## config.mk

```make
export PLATFORM = sky130hd
export DESIGN_NAME = fifo_wr_arbiter_flat
export DESIGN_NICKNAME = d
export VERILOG_FILES = /design/src/rtl/fifo_wr_arbiter_if.sv /design/src/rtl/fifo_wr_arbiter.sv /design/src/flat_wrapper.sv
export SDC_FILE = /design/constraint.sdc
export NUM_CORES = 1
export LEC_CHECK = 0
export CAP_MARGIN = 0
export CORE_ASPECT_RATIO = 0.75
export CORE_MARGIN = 10
export CORE_UTILIZATION = 28
export CTS_CLUSTER_DIAMETER = 80
export CTS_CLUSTER_SIZE = 28
export DETAILED_ROUTE_END_ITERATION = 8
export GPL_TIMING_DRIVEN = 1
export PLACE_DENSITY = 0.82
export SYNTH_ARGS = -nofsm -noshare
export SYNTH_HDL_FRONTEND = slang
export SYNTH_SLANG_ARGS = --single-unit
```

## constraint.sdc

```tcl
create_clock -name clk -period 3.7 [get_ports clk]
set_clock_uncertainty 0.15 [all_clocks]
set_input_delay 0.74 -clock clk [delete_from_list [all_inputs] [get_ports clk]]
set_output_delay 0.74 -clock clk [all_outputs]
set_load 0.1 [all_outputs]
```

## src/rtl/fifo_wr_arbiter_if.sv

```systemverilog
// Bundle between the producer stages, the FIFO write/pop port and the write arbiter.
interface fifo_wr_arbiter_if #(
  parameter int NREQ  = 4,
  parameter int WIDTH = 32,
  parameter int CNT_W = 4,
  parameter int GW    = $clog2(NREQ)
);
  logic [NREQ-1:0]       req_valid;
  logic [NREQ*WIDTH-1:0] req_data;
  logic [NREQ-1:0]       req_ready;
  logic                  fifo_wen;
  logic [WIDTH-1:0]      fifo_wdata;
  logic                  fifo_full;
  logic                  fifo_empty;
  logic                  cons_pop;
  logic                  fifo_pop;
  logic                  flush_req;
  logic                  flush_done;
  logic [CNT_W-1:0]      level;
  logic [GW-1:0]         grant_id;

  modport master (
    input  req_valid, req_data, fifo_full, fifo_empty, cons_pop, flush_req,
    output req_ready, fifo_wen, fifo_wdata, fifo_pop, flush_done, level, grant_id
  );

  modport slave (
    output req_valid, req_data, fifo_full, fifo_empty, cons_pop, flush_req,
    input  req_ready, fifo_wen, fifo_wdata, fifo_pop, flush_done, level, grant_id
  );
endinterface

```

## src/rtl/fifo_wr_arbiter.sv

```systemverilog
// Round-robin sharer of the FIFO write port, with a shadow occupancy
// counter and a flush sequencer that drains the FIFO before pulsing done.
module fifo_wr_arbiter #(
  parameter int NREQ  = 4,
  parameter int WIDTH = 32,
  parameter int DEPTH = 8,
  parameter int CNT_W = 4
) (
  input  logic              clk,
  input  logic              rst,
  fifo_wr_arbiter_if.master bus
);
  localparam int GW = $clog2(NREQ);

  typedef enum logic [1:0] {RUN, FLUSH, DONE} state_t;

  state_t           state;
  logic [GW-1:0]    last_grant;
  logic [CNT_W-1:0] level_q;
  logic             done_q;

  logic             found;
  logic [GW-1:0]    win;
  logic [GW-1:0]    idx;
  logic             wr;
  logic             pop;
  logic             rd;
  logic [WIDTH-1:0] wdata;
  logic [NREQ-1:0]  ready;

  // Rotating priority search starting just after the last accepted requester.
  always_comb begin
    found = 1'b0;
    win   = '0;
    idx   = '0;
    for (int k = 1; k <= NREQ; k++) begin
      idx = GW'((int'(last_grant) + k) % NREQ);
      if (!found && bus.req_valid[idx]) begin
        found = 1'b1;
        win   = idx;
      end
    end
  end

  // Writes only happen in RUN with room in the FIFO; reset masks all strobes.
  assign wr  = !rst && (state == RUN) && !bus.fifo_full && found;
  assign pop = !rst && ((state == RUN) ? bus.cons_pop : (state == FLUSH));
  assign rd  = pop && !bus.fifo_empty;

  // Winner's data and one-hot ready; everything zero when nothing is written.
  always_comb begin
    wdata = '0;
    ready = '0;
    for (int i = 0; i < NREQ; i++) begin
      if (wr && (win == GW'(i))) begin
        wdata    = bus.req_data[i*WIDTH +: WIDTH];
        ready[i] = 1'b1;
      end
    end
  end

  assign bus.fifo_wen   = wr;
  assign bus.fifo_wdata = wdata;
  assign bus.req_ready  = ready;
  assign bus.fifo_pop   = pop;
  assign bus.flush_done = done_q;
  assign bus.level      = level_q;
  assign bus.grant_id   = last_grant;

  // Grant pointer and saturating shadow level.
  always_ff @(posedge clk or posedge rst) begin
    if (rst) begin
      last_grant <= GW'(NREQ - 1);
      level_q    <= '0;
    end else begin
      if (wr) last_grant <= win;
      if (wr && !rd && (level_q != CNT_W'(DEPTH))) level_q <= level_q + 1'b1;
      else if (rd && !wr && (level_q != '0))       level_q <= level_q - 1'b1;
    end
  end

  // Flush sequencer: RUN -> FLUSH on request, DONE once empty, back to RUN.
  always_ff @(posedge clk or posedge rst) begin
    if (rst) begin
      state  <= RUN;
      done_q <= 1'b0;
    end else begin
      done_q <= 1'b0;
      case (state)
        RUN:     if (bus.flush_req) state <= FLUSH;
        FLUSH:   if (bus.fifo_empty) begin
                   state  <= DONE;
                   done_q <= 1'b1;
                 end
        DONE:    state <= RUN;
        default: state <= RUN;
      endcase
    end
  end
endmodule

```

## src/flat_wrapper.sv

```systemverilog
// flat-port wrapper written by rule: the top's interface ports become plain ports
module fifo_wr_arbiter_flat 
#(
  parameter int NREQ  = 4,
  parameter int WIDTH = 32,
  parameter int DEPTH = 8,
  parameter int CNT_W = 4
)
  (clk, rst, bus_req_valid, bus_req_data, bus_fifo_full, bus_fifo_empty, bus_cons_pop, bus_flush_req, bus_req_ready, bus_fifo_wen, bus_fifo_wdata, bus_fifo_pop, bus_flush_done, bus_level, bus_grant_id);
  fifo_wr_arbiter_if #(.NREQ(NREQ), .WIDTH(WIDTH), .CNT_W(CNT_W)) bus_i ();
  input  logic clk;
  input  logic rst;
  input wire logic [$bits(bus_i.req_valid)-1:0] bus_req_valid;
  input wire logic [$bits(bus_i.req_data)-1:0] bus_req_data;
  input wire logic [$bits(bus_i.fifo_full)-1:0] bus_fifo_full;
  input wire logic [$bits(bus_i.fifo_empty)-1:0] bus_fifo_empty;
  input wire logic [$bits(bus_i.cons_pop)-1:0] bus_cons_pop;
  input wire logic [$bits(bus_i.flush_req)-1:0] bus_flush_req;
  output wire logic [$bits(bus_i.req_ready)-1:0] bus_req_ready;
  output wire logic [$bits(bus_i.fifo_wen)-1:0] bus_fifo_wen;
  output wire logic [$bits(bus_i.fifo_wdata)-1:0] bus_fifo_wdata;
  output wire logic [$bits(bus_i.fifo_pop)-1:0] bus_fifo_pop;
  output wire logic [$bits(bus_i.flush_done)-1:0] bus_flush_done;
  output wire logic [$bits(bus_i.level)-1:0] bus_level;
  output wire logic [$bits(bus_i.grant_id)-1:0] bus_grant_id;
  assign bus_i.req_valid = bus_req_valid;
  assign bus_i.req_data = bus_req_data;
  assign bus_i.fifo_full = bus_fifo_full;
  assign bus_i.fifo_empty = bus_fifo_empty;
  assign bus_i.cons_pop = bus_cons_pop;
  assign bus_i.flush_req = bus_flush_req;
  assign bus_req_ready = bus_i.req_ready;
  assign bus_fifo_wen = bus_i.fifo_wen;
  assign bus_fifo_wdata = bus_i.fifo_wdata;
  assign bus_fifo_pop = bus_i.fifo_pop;
  assign bus_flush_done = bus_i.flush_done;
  assign bus_level = bus_i.level;
  assign bus_grant_id = bus_i.grant_id;
  fifo_wr_arbiter #(.NREQ(NREQ), .WIDTH(WIDTH), .DEPTH(DEPTH), .CNT_W(CNT_W)) u_core (.clk(clk), .rst(rst), .bus(bus_i));
endmodule
```

# ---- Yosys cells after proc, flatten, opt, wreduce, memory -nomap -nowiden
# Cells that the tools add are included.
dict set report totals {
  register_bits 9
  in_bits 138
  output_inout_bits 45
  elab_cells 82
}
dict set report classes {
  n_addsub 6
  n_lt_le_gt_ge 4
  eq_ne 7
  mux 32
  reduce_logical 29
}
# cell n
set op_table {}
lappend op_table {{32-bit 2-to-1 mux} 4}
lappend op_table {{1-bit logical AND} 16}
lappend op_table {{1-bit 2-to-1 mux} 15}
lappend op_table {{2-bit by 3-bit less-than comparator with 1-bit output, second input constant} 4}
lappend op_table {{2-bit 2-to-1 mux} 6}
lappend op_table {{1-bit binary-select mux with 2-bit select} 4}
lappend op_table {{1-bit logical NOT} 8}
lappend op_table {{4-bit 2-to-1 mux} 2}
lappend op_table {{2-bit by 1-bit adder with 2-bit output, second input constant} 2}
lappend op_table {{2-bit adder, second input constant} 2}
lappend op_table {{4-bit by 1-bit adder with 4-bit output, second input constant} 1}
lappend op_table {{2-bit by 1-bit == test with 1-bit output, second input constant} 2}
lappend op_table {{2-bit == test, second input constant} 2}
lappend op_table {{2-bit logical NOT} 2}
lappend op_table {{2-bit inequality test, second input constant} 2}
lappend op_table {{4-bit inequality test, second input constant} 1}
lappend op_table {{2-bit one-hot mux with 2 select lines} 1}
lappend op_table {{4-bit nonzero test} 1}
lappend op_table {{4-bit by 1-bit subtractor with 4-bit output, second input constant} 1}
lappend op_table {{2-bit AND reduction} 1}
lappend op_table {{2-bit nonzero test} 1}

# ---- Logic depth before layout (Yosys ltp)
# Gate-level depths: netlist of the first run.
dict set report logic_depth {
  word_depth 19
  ltp_mapped 10
  ltp_nobuf 9
}

# ---- Worst setup path after synthesis of the first run
# No wires, ideal clock.
dict set report synth_timing {
  path_type {reg2out}
  from {register u_core.last_grant[1] (netlist: u_core.bus.grant_id[1])}
  to {output bus_fifo_wdata[0]}
  arrival_ns 3.269
  required_ns 2.810
  path_slack_ns -0.459
  stages_incl_launch_ff 7
  path_buffers 2
  path_cell_list {dfstp_2 -> a31oi_1 -> a21oi_1 -> buf_2 -> buf_4 -> mux2i_1 -> o22ai_1}
}
dict set report synth_between {
  elab_chain_len 19
  elab_cells_between_ends 39
  classes_between {add/sub: 4; eq/ne: 3; mux: 20; reduce/logical: 12}
}
# element line_no
set synth_rtl {}
lappend synth_rtl {{from (decl)} fifo_wr_arbiter.sv:18} ;# logic [GW-1:0] last_grant;
lappend synth_rtl {{from (signal assigned)} fifo_wr_arbiter.sv:73} ;# last_grant <= GW'(NREQ - 1);
lappend synth_rtl {{from (signal assigned)} fifo_wr_arbiter.sv:76} ;# if (wr) last_grant <= win;
lappend synth_rtl {{2-bit by 1-bit adder with 2-bit output} fifo_wr_arbiter.sv:37} ;# idx = GW'((int'(last_grant) + k) % NREQ);
lappend synth_rtl {{1-bit binary-select mux with 2-bit select} fifo_wr_arbiter.sv:38} ;# if (!found && bus.req_valid[idx]) begin
lappend synth_rtl {{1-bit 2-to-1 mux (implied by the code)} fifo_wr_arbiter.sv:38}
lappend synth_rtl {{1-bit 2-to-1 mux} fifo_wr_arbiter.sv:38}
lappend synth_rtl {{1-bit logical NOT} fifo_wr_arbiter.sv:38}
lappend synth_rtl {{1-bit logical AND} fifo_wr_arbiter.sv:38}
lappend synth_rtl {{1-bit 2-to-1 mux} fifo_wr_arbiter.sv:38}
lappend synth_rtl {{1-bit logical NOT} fifo_wr_arbiter.sv:38}
lappend synth_rtl {{1-bit logical AND} fifo_wr_arbiter.sv:38}
lappend synth_rtl {{1-bit 2-to-1 mux} fifo_wr_arbiter.sv:38}
lappend synth_rtl {{1-bit logical NOT} fifo_wr_arbiter.sv:38}
lappend synth_rtl {{1-bit logical AND} fifo_wr_arbiter.sv:38}
lappend synth_rtl {{2-bit 2-to-1 mux / 1-bit 2-to-1 mux (equally long branches)} fifo_wr_arbiter.sv:38}
lappend synth_rtl {{2-bit logical NOT / 1-bit logical AND (equally long branches)} {fifo_wr_arbiter.sv:55, fifo_wr_arbiter.sv:46}}
lappend synth_rtl {{1-bit logical AND} fifo_wr_arbiter.sv:55} ;# if (wr && (win == GW'(i))) begin
lappend synth_rtl {{32-bit 2-to-1 mux (3 in a row)} fifo_wr_arbiter.sv:55}
lappend synth_rtl {{32-bit 2-to-1 mux *} fifo_wr_arbiter.sv:55}
lappend synth_rtl {{to (decl)} flat_wrapper.sv:21} ;# output wire logic [$bits(bus_i.fifo_wdata)-1:0] bus_fifo_wdata;
# Every way passes the cells marked *; elsewhere a longest branch is shown, timed or not. The select of a mux whose other input is x is not followed.

# ---- Worst setup path after layout of the first run
dict set report layout_timing {
  from {input bus_req_valid[2]}
  to {output bus_fifo_wdata[2]}
}
dict set report layout_between {
  elab_chain_len 18
  elab_cells_between_ends 35
  classes_between {eq/ne: 3; mux: 20; reduce/logical: 12}
}
# element line_no
set layout_rtl {}
lappend layout_rtl {{from (decl)} flat_wrapper.sv:13} ;# input wire logic [$bits(bus_i.req_valid)-1:0] bus_req_valid;
lappend layout_rtl {{1-bit binary-select mux with 2-bit select} fifo_wr_arbiter.sv:38}
lappend layout_rtl {{1-bit 2-to-1 mux (implied by the code)} fifo_wr_arbiter.sv:38}
lappend layout_rtl {{1-bit 2-to-1 mux} fifo_wr_arbiter.sv:38}
lappend layout_rtl {{1-bit logical NOT} fifo_wr_arbiter.sv:38}
lappend layout_rtl {{1-bit logical AND} fifo_wr_arbiter.sv:38}
lappend layout_rtl {{1-bit 2-to-1 mux} fifo_wr_arbiter.sv:38}
lappend layout_rtl {{1-bit logical NOT} fifo_wr_arbiter.sv:38}
lappend layout_rtl {{1-bit logical AND} fifo_wr_arbiter.sv:38}
lappend layout_rtl {{1-bit 2-to-1 mux} fifo_wr_arbiter.sv:38}
lappend layout_rtl {{1-bit logical NOT} fifo_wr_arbiter.sv:38}
lappend layout_rtl {{1-bit logical AND} fifo_wr_arbiter.sv:38}
lappend layout_rtl {{2-bit 2-to-1 mux / 1-bit 2-to-1 mux (equally long branches)} fifo_wr_arbiter.sv:38}
lappend layout_rtl {{2-bit logical NOT / 1-bit logical AND (equally long branches)} {fifo_wr_arbiter.sv:55, fifo_wr_arbiter.sv:46}}
lappend layout_rtl {{1-bit logical AND} fifo_wr_arbiter.sv:55}
lappend layout_rtl {{32-bit 2-to-1 mux (3 in a row)} fifo_wr_arbiter.sv:55}
lappend layout_rtl {{32-bit 2-to-1 mux *} fifo_wr_arbiter.sv:55}
# Marked as above.

==> impl_metrics.tcl, run 1 <==
set metrics [dict create \
    synthTopCellsByCount "68 x mux2i_1, 32 x o22ai_1, 9 x nor2_1" \
    synthTopCellsByArea "mux2i_1 43%, o22ai_1 13%, dfrtp_1 11%" \
    chipWidth_um 107 \
    nFillCells 388 \
    cts.sinks 9 \
    cpMaxStageDelayCell "clkdlybuf4s50_1" \
    yosysMostFrequentCell "mux2i_1" \
    yosys_register_bits 9 \
    grt_max_degree 34 \
    yosys_warnings 0 \
    crit_path_max_incr_delay_ns 0.51 \
    worstMarginPinSlew_ns 0.967 \
    cts.path.max_buffers 2 \
    routed-via-count 2210 \
    path_buf_inv 3 \
    multiInputGateArea_um2 1360 \
    required_ns 2.81 \
    dpl.cell_count 435 \
    die_h_um 85.3 \
    setup_viol_count_final 0 \
    core_um2 5410 \
    grt_pass1_vias 2328 \
    synth_compound_area_share_pct 20.5 \
    max_freq_ghz 0.279 \
    ys_async_sr_fraction_pct 100 \
    synth-main-ff-cell "dfrtp_1" \
    seqCellArea_um2 228 \
    grt_use_total_pct 17.9 \
    cp_top_family "buffers and inverters" \
    report.final.slew_viol_count 0 \
    area_delta_synth_final_pct 153 \
    ios 183 \
    h-tree-depth 1 \
    start_util_pct 29.4 \
    drive_above_1_share_pct 22.0 \
    wl_mm 9.13 \
    synth-simple-area-share_pct 11.1 \
    relSlewSlack_pct 35.3 \
    grt_overflow_total 0 \
    cts_buffers 3 \
    cp-end-kind "output port" \
    synth-xor-area-share_pct 2.20 \
    rsz0062_at_grt "false" \
    yosysSeqAreaShare_pct 14.3 \
    clk_pin_slew_ns 0.05 \
    drc 0 \
    yosysTopAreaCell "mux2i_1" \
    cap_violations 0 \
    path_cells "clkdlybuf4s50_1 -> nand2b_1 -> a21boi_0 -> o21a_1 -> nand2_1 -> buf_12 -> o22ai_1 -> buf_12" \
    hp-class "flop to flop" \
    place_ws_ns 0.0886 \
    synth_top_family_by_area "multiplexers" \
    critPathMostFrequentCell "buf_12" \
    leakagePower_nw 1.66 \
    fin_crit_ns 3.58 \
    cts_tree "built" \
    timing.final.ws_setup_ns 0.122 \
    wl_per_cell_um 20.8 \
    die_area_um2 9130 \
    ys_types 36 \
    status "finished clean" \
    ir_worst_vdd_mv 0.302 \
    fin_tns_setup_ns 0 \
    place_congestion 0.840 \
    crit_type "input port to output port" \
    cp_max_fo 32 \
    synth_top_area_share_pct 42.8 \
    layout.nets 506 \
    synthCells 183 \
    powerDensity_nw_per_um2 465 \
    final_antenna_net_count 0 \
    post_cts_buffers 0 \
    synth_area_um2 1590 \
    synth_edf_count 0 \
    rows 23 \
    period_share_pct 96.7 \
    place.detailed.hpwl_mm 7.81 \
    clock_latency_ns 0.23 \
    cts_root_buf "clkbuf_8" \
    crit_path_start_kind "input port" \
    hold_viol 0 \
    synth_fa_ha_area_share_pct 2.83 \
    portBuffers 182 \
    viasPerCell 5.03 \
    syn_nets 324 \
    first_pass_iters 4 \
    postSynthAreaPerCell_um2 8.70 \
    final_cells 439 \
    grt_pass1_wl_mm 13.1 \
    arrival_ns 2.69 \
    antenna_found_initial 0 \
    diodes 0 \
    muxShareOfSynthArea_pct 42.8 \
    drt_iter0_drc 58 \
]
-- cell families (layout without fill, tap and decap cells) --
family	count (synthesis)	count (layout)
buf+inv	18	199
fa+ha+maj	3	3
xor+xnor	4	4
simple gates	31	31
mux	68	68
flops	9	9
compound gates	50	50
-- state kept, by name, summed over array words and instances (netlist names) --
signal / flops
u_core.bus.flush_done: 1
u_core.state: 2
u_core.bus.grant_id: 2
u_core.bus.level: 4
-- placed cells by master (no fill, tap or decap), types with 2 or more instances in the layout --
master / instances
a21oi_1: 3
buf_12: 40
buf_4: 13
clkbuf_8: 3
clkdlybuf4s50_1: 138
dfrtp_1: 7
dfstp_2: 2
ha_1: 2
inv_1: 3
mux2i_1: 68
nand2_1: 7
nand2b_1: 4
nor2_1: 6
nor2_2: 3
nor3b_1: 2
nor4_1: 3
o21ai_0: 3
o22ai_1: 21
o22ai_2: 11
xnor2_1: 2
xor2_1: 2
-- final cells by class --
class / count / share of cell area, %
repair buffers: 192 / 56.9
multi-input cells: 156 / 33.7
flip-flops and latches: 9 / 5.66
well taps: 75 / 2.33
inverters: 3 / 0.280
clock buffers: 4 / 1.12
-- worst register-to-register path, stage by stage (launching register included) --
cell and delay (ns):
dfrtp_1 0.46, or4_4 0.58, nor2_4 0.14, buf_4 0.22
nand3_4 0.12, ha_1 0.28, a21o_1 0.17, a21oi_1 0.24
nand2_1 0.11, o32a_1 0.30, mux2i_1 0.12
-- repair_timing --
item	in CTS	in global routing
setup endpoints to repair	0	2
resized for setup	0	2
hold buffers	0	0
-- routing by layer --
| layer | GRT usage [%] | vias up | wire length [um] |
|---|---|---|---|
| met5 | 0 | - | 0 |
| met4 | 3.68 | 0 | 125 |
| met3 | 6.57 | 10 | 796 |
| met2 | 33.4 | 107 | 4810 |
| met1 | 18.6 | 1018 | 3410 |
| li1 | - | 1075 | - |
-- worst paths after layout --
kind / start / endpoint / slack (ns) / cells after the start
max in group asynchronous: rst / u_core.bus.grant_id[1] / 2.27 / 3
setup reg to reg: u_core.state[1] / u_core.bus.level[3] / 0.72 / 10
hold reg to reg: u_core.bus.grant_id[0] / u_core.bus.grant_id[0] / 0.38 / 2
min in group asynchronous: rst / u_core.bus.level[0] / 0.83 / 3
hold / removal: u_core.bus.grant_id[0] / u_core.bus.grant_id[0] / 0.38 / 2
setup / recovery: bus_req_valid[2] / bus_fifo_wdata[2] / 0.12 / 8
-- where the power goes --
| group | total, mW | internal (mW) | switching [mW] |
|---|---|---|---|
| logic | 1.56 | 0.617 | 0.939 |
| registers | 0.202 | 0.142 | 0.0599 |
| clock network | 0.114 | 0.0751 | 0.0392 |
| total | 1.87 | 0.834 | 1.04 |
-- stage by stage --
stage | instance area [um^2] | hold slack (ns) | power, mW | util [%]
finish | 4030 | 0.382 | 1.87 | 74.4
CTS | 4020 | 0.389 | 1.88 | 74.2
global route | 4030 | 0.404 | 1.96 | 74.4
floorplan | 1670 | 0.363 | 1.25 | -
detailed placement | 3970 | 0.379 | 1.75 | 73.4
global placement | 3970 | 0.379 | 1.73 | 73.4
Note: power is estimated with default switching activity, not from simulation.
==> run 2: changes to the inputs <==
Settings changed: CTS_CLUSTER_SIZE 28 to 14.
==> results of run 2 <==
No change in the layout: final DEF, timing and power equal those of run 1.
==> RTL edit 1: new RTL, settings of run 2 <==
Reset style: synchronous (`rst`), changed in 2 clocked blocks.
--- a/src/rtl/fifo_wr_arbiter.sv
+++ b/src/rtl/fifo_wr_arbiter.sv
@@ -70,3 +70,3 @@
   // Grant pointer and saturating shadow level.
-  always_ff @(posedge clk or posedge rst) begin
+  always_ff @(posedge clk) begin
     if (rst) begin
@@ -82,3 +82,3 @@
   // Flush sequencer: RUN -> FLUSH on request, DONE once empty, back to RUN.
-  always_ff @(posedge clk or posedge rst) begin
+  always_ff @(posedge clk) begin
     if (rst) begin
Function: differs if rst is asserted again (counterexample within 4 cycles, from zero or initial values and one cycle with rst high); with rst held inactive, the same outputs for 10 cycles.
==> RTL edit 1 against run 2 <==
Worst setup slack lost 66 ps; area after synthesis grew 1.0%; sequential cell count is the same; routed wire length grew 57%; via count grew 37%; cell area grew 29%; total power shrank 32%.
==> RTL edit 1: results (changes against run 2) <==
run_status:
  status: "complete, no violations"
place:
  dp_hpwl_um: 9140  # +17%
  place_ws_ps: -130  # -218 ps
  place_inst: 486  # +12%
  gp_congestion: 0.853  # +1.5%
  placed_cell_area_um2: 4640  # +17%
layout:
  multi_input_area_um2: 2160  # +59%
  seq_cells: 9  # unchanged
  layout.nets: 570  # +13%
  final_cells: 503  # +15%
  seq_area_frac: 0.0352  # -0.0213
  clk_share: 0.00869  # -0.00250
  fill_cells: 125  # -68%
  drive_gt1_frac: 0.432  # +0.212
  buffer_area_frac: 0.517  # -0.0518
  nMultiInputCombCells: 188  # +21%
  inv_count: 5  # +2
  num-nonclk-buffers: 222  # +16%
setup_path:
  rrSetupSlack_ps: 340  # -380 ps
  crit_slowest_cell: "or4_4"
  rr_worst_depth: 12  # +2
  r2r-start: "u_core.state[0]"
  crit_fanout: 6  # -81%
  r2r-end: "u_core.bus.level[3]"
  arrival_ps: 3660  # +970 ps
synth:
  synth_seq_area_share: 0.112  # -0.0310
  avgSynthCellArea_um2: 7.21  # -17%
  syn_nets: 364  # +12%
  yosys-top-cells-area: "o221ai_1 17%, o2bb2ai_1 17%, and2_1 12%, dfxtp_1 11%, nor2_1 9.8%"
  synthMuxAreaShare: 0.0327  # -0.395
  synth-adder-area-share: 0.0280  # -0.000286
  synthArstFlopShare: 0  # -1.00
  synthTopCellsByCount: "42 x nor2_1, 32 x and2_1, 31 x o221ai_1, 31 x o2bb2ai_1, 11 x clkbuf_1"
  synth-xor-area-share: 0.0109  # -0.0111
  synth-main-ff-cell: "dfxtp_1"
global_route:
  grt_util_all_layers: 0.238  # +0.0591
  grt_pass1_vias: 3058  # +31%
  grt_pass1_wl_um: 17800  # +35%
  grt_max_degree: 30  # -12%
min_path:
  hold_depth: 1  # -1
  min_to: "u_core.state[0]"
  hp-start: "u_core.state[1]"
detailed_routing:
  drt_iter0_drc: 190  # +230%
  dr.pass1.iters: 5  # +1
  routed_wl_um: 14300  # +57%
  vias: 3027  # +37%
power_and_ir_drop:
  cellLeakagePower_nw: 1.89  # +14%
  p_per_area_nw_per_um2: 246  # -47%
  powerComb_mw: 1.03  # -34%
  switchingPower_mw: 0.661  # -36%
  ir_drop_uv: 180  # -40%
timing:
  tightest_slew_ps: 973  # +5.70 ps
  hold_ws_ps: 416  # +33.6 ps
cts:
  cts_setup_buffers: 7  # +7
  post_cts_resized: 22  # +22
RTL edit 1: cell count changes in the layout (fill, tap and decap cells not counted), moves of 10 or more:
cell       delta
o221ai_1     +10
o22ai_2      -11
and2_1       +32
buf_4        +11
o221ai_2     +21
o22ai_1      -21
buf_6        +10
mux2i_1      -65
o2bb2ai_4    +31
nor2_2       +22
RTL edit 1: worst max-delay path by stage:
stage / start / end / slack [ps] / cells past startpoint
floorplan: bus_req_valid[3] / bus_fifo_wdata[30] / -60 / 7
global placement: rst / bus_fifo_wdata[21] / -110 / 8
detailed placement: rst / bus_fifo_wdata[25] / -130 / 8
CTS: bus_req_valid[1] / bus_fifo_wdata[16] / -20 / 9
global route: bus_fifo_full / u_core.bus.level[3] / -30 / 13
finish: bus_fifo_full / u_core.bus.level[3] / 60 / 13
RTL edit 1: routing by layer:
metal,track usage,wire length [µm],vias to the layer above
met5,0,0,-
met4,0.0690,474,0
met3,0.0845,1510,50
met2,0.432,7060,232
met1,0.253,5260,1479
li1,-,-,1266
==> RTL edit 2: new RTL, settings of run 2 <==
Without the edit above. `NREQ` is set to 4 in 3 places; all go to 2.
--- a/src/rtl/fifo_wr_arbiter_if.sv
+++ b/src/rtl/fifo_wr_arbiter_if.sv
@@ -2,3 +2,3 @@
 interface fifo_wr_arbiter_if #(
-  parameter int NREQ  = 4,
+  parameter int NREQ  = 2,
   parameter int WIDTH = 32,
--- a/src/rtl/fifo_wr_arbiter.sv
+++ b/src/rtl/fifo_wr_arbiter.sv
@@ -3,3 +3,3 @@
 module fifo_wr_arbiter #(
-  parameter int NREQ  = 4,
+  parameter int NREQ  = 2,
   parameter int WIDTH = 32,
--- a/src/flat_wrapper.sv
+++ b/src/flat_wrapper.sv
@@ -3,3 +3,3 @@
 #(
-  parameter int NREQ  = 4,
+  parameter int NREQ  = 2,
   parameter int WIDTH = 32,
Interface: changed (resized bus_grant_id, bus_req_data, bus_req_ready and bus_req_valid); port bits go from 183 to 114. The function was not compared with the original's and may differ.
==> RTL edit 2 against run 2 <==
Worst setup slack improved by 10 ps; total power fell by 42%; sequential cell count fell by 1; maximum frequency rose by 0.29%; cell area fell by 38%; global-route usage rose by 0.99 points; routed wire length fell by 35%; area after synthesis fell by 42%; largest power group unchanged; highest routed layer unchanged.
==> RTL edit 2: results (changes against run 2) <==
run_status:
  status: "complete, no violations"
synth:
  synthArstFlopShare: 1.00  # unchanged
  synthTopCellsByCount: "32 x a22o_1, 8 x nor2_1, 7 x dfrtp_1, 7 x inv_1"
  avgSynthCellArea_um2: 8.84  # +1.7%
  syn_nets: 180  # -44%
  synth.distinct_cells: 34  # -5.6%
  synth_seq_area_share: 0.217  # +0.0739
  yosys-top-cells-area: "a22o_1 30%, dfrtp_1 19%, o221ai_1 3.8%, buf_2 3.2%, nor2_1 3.2%"
  yosysMostFrequentCell: "a22o_1"
setup_path:
  r2r-end: "u_core.bus.level[2]"
  crit_slowest_cell: "nor4_1"
  startpoint: "rst"
  arrival_ps: 2680  # about the same
  crit_fanout: 16  # -50%
  rrSetupSlack_ps: 770  # +50 ps
  rr_worst_depth: 8  # -2
  slowest_delay_ps: 480  # -30 ps
timing:
  finalCriticalPeriod_ps: 3570  # -10.4 ps
  hold_ws_ps: 398  # +15.1 ps
  worst_slew_margin_rel: 0.352  # -0.00126
detailed_routing:
  route.met3.wl_um: 490  # -38%
  vias: 1421  # -36%
  drt_iter0_drc: 41  # -29%
  wl_met1_um: 2450  # -28%
  wl_met2_um: 2890  # -40%
  post_drt_wl_per_cell_um: 22.8  # +9.5%
global_route:
  met1_usage: 0.220  # +0.0335
  grt_pass1_vias: 1489  # -36%
  grt_max_degree: 24  # -29%
  grt_pass1_wl_um: 9090  # -31%
  grt_util_all_layers: 0.189  # +0.00990
  use_met2: 0.325  # -0.00956
  gr-usage-met3: 0.0649  # -0.000820
power_and_ir_drop:
  switchingPower_mw: 0.610  # -41%
  ir_drop_uv: 490  # +63%
  cellLeakagePower_nw: 1.02  # -39%
min_path:
  hold_depth: 1  # -1
  min_to: "u_core.state[0]"
place:
  place_ws_ps: 93.7  # +5.10 ps
  gp_congestion: 0.844  # +0.45%
  numPortBuffers: 113  # -38%
  dp_hpwl_um: 5130  # -34%
layout:
  drive_gt1_frac: 0.255  # +0.0348
  fill_cells: 215  # -45%
  layout.nets: 296  # -42%
  final_cells: 260  # -41%
-- RTL edit 2: cell types whose count changed after synthesis, sizes merged, moves of 3 or more --
| cell | change |
|---|---|
| mux2i | -67 |
| a22o | +32 |
| o22ai | -31 |
| buf | -7 |
| inv | +4 |
| nand2b | -4 |
| o221ai | +4 |
| nor3 | +3 |
-- RTL edit 2: cells by family after synthesis --
| kind of cell | synth area share |
|---|---|
| AOI/OAI and AO/OA | 0.491 |
| xor gates and xnor gates | 0.0189 |
| adders and majority gates | 0.0485 |
| buffers and inverters | 0.0607 |
| DFF | 0.217 |
| muxes | 0.0108 |
| and+or+nand+nor | 0.154 |
-- RTL edit 2: area by class of cell --
class | instances | area, µm² | area share
inverters | 7 | 26.3 | 0.0105
clock buffers | 4 | 45.0 | 0.0180
multi-input cells | 84 | 671 | 0.268
repair buffers | 117 | 1510 | 0.603
well taps | 40 | 50.0 | 0.0200
flip-flops and latches | 8 | 201 | 0.0805
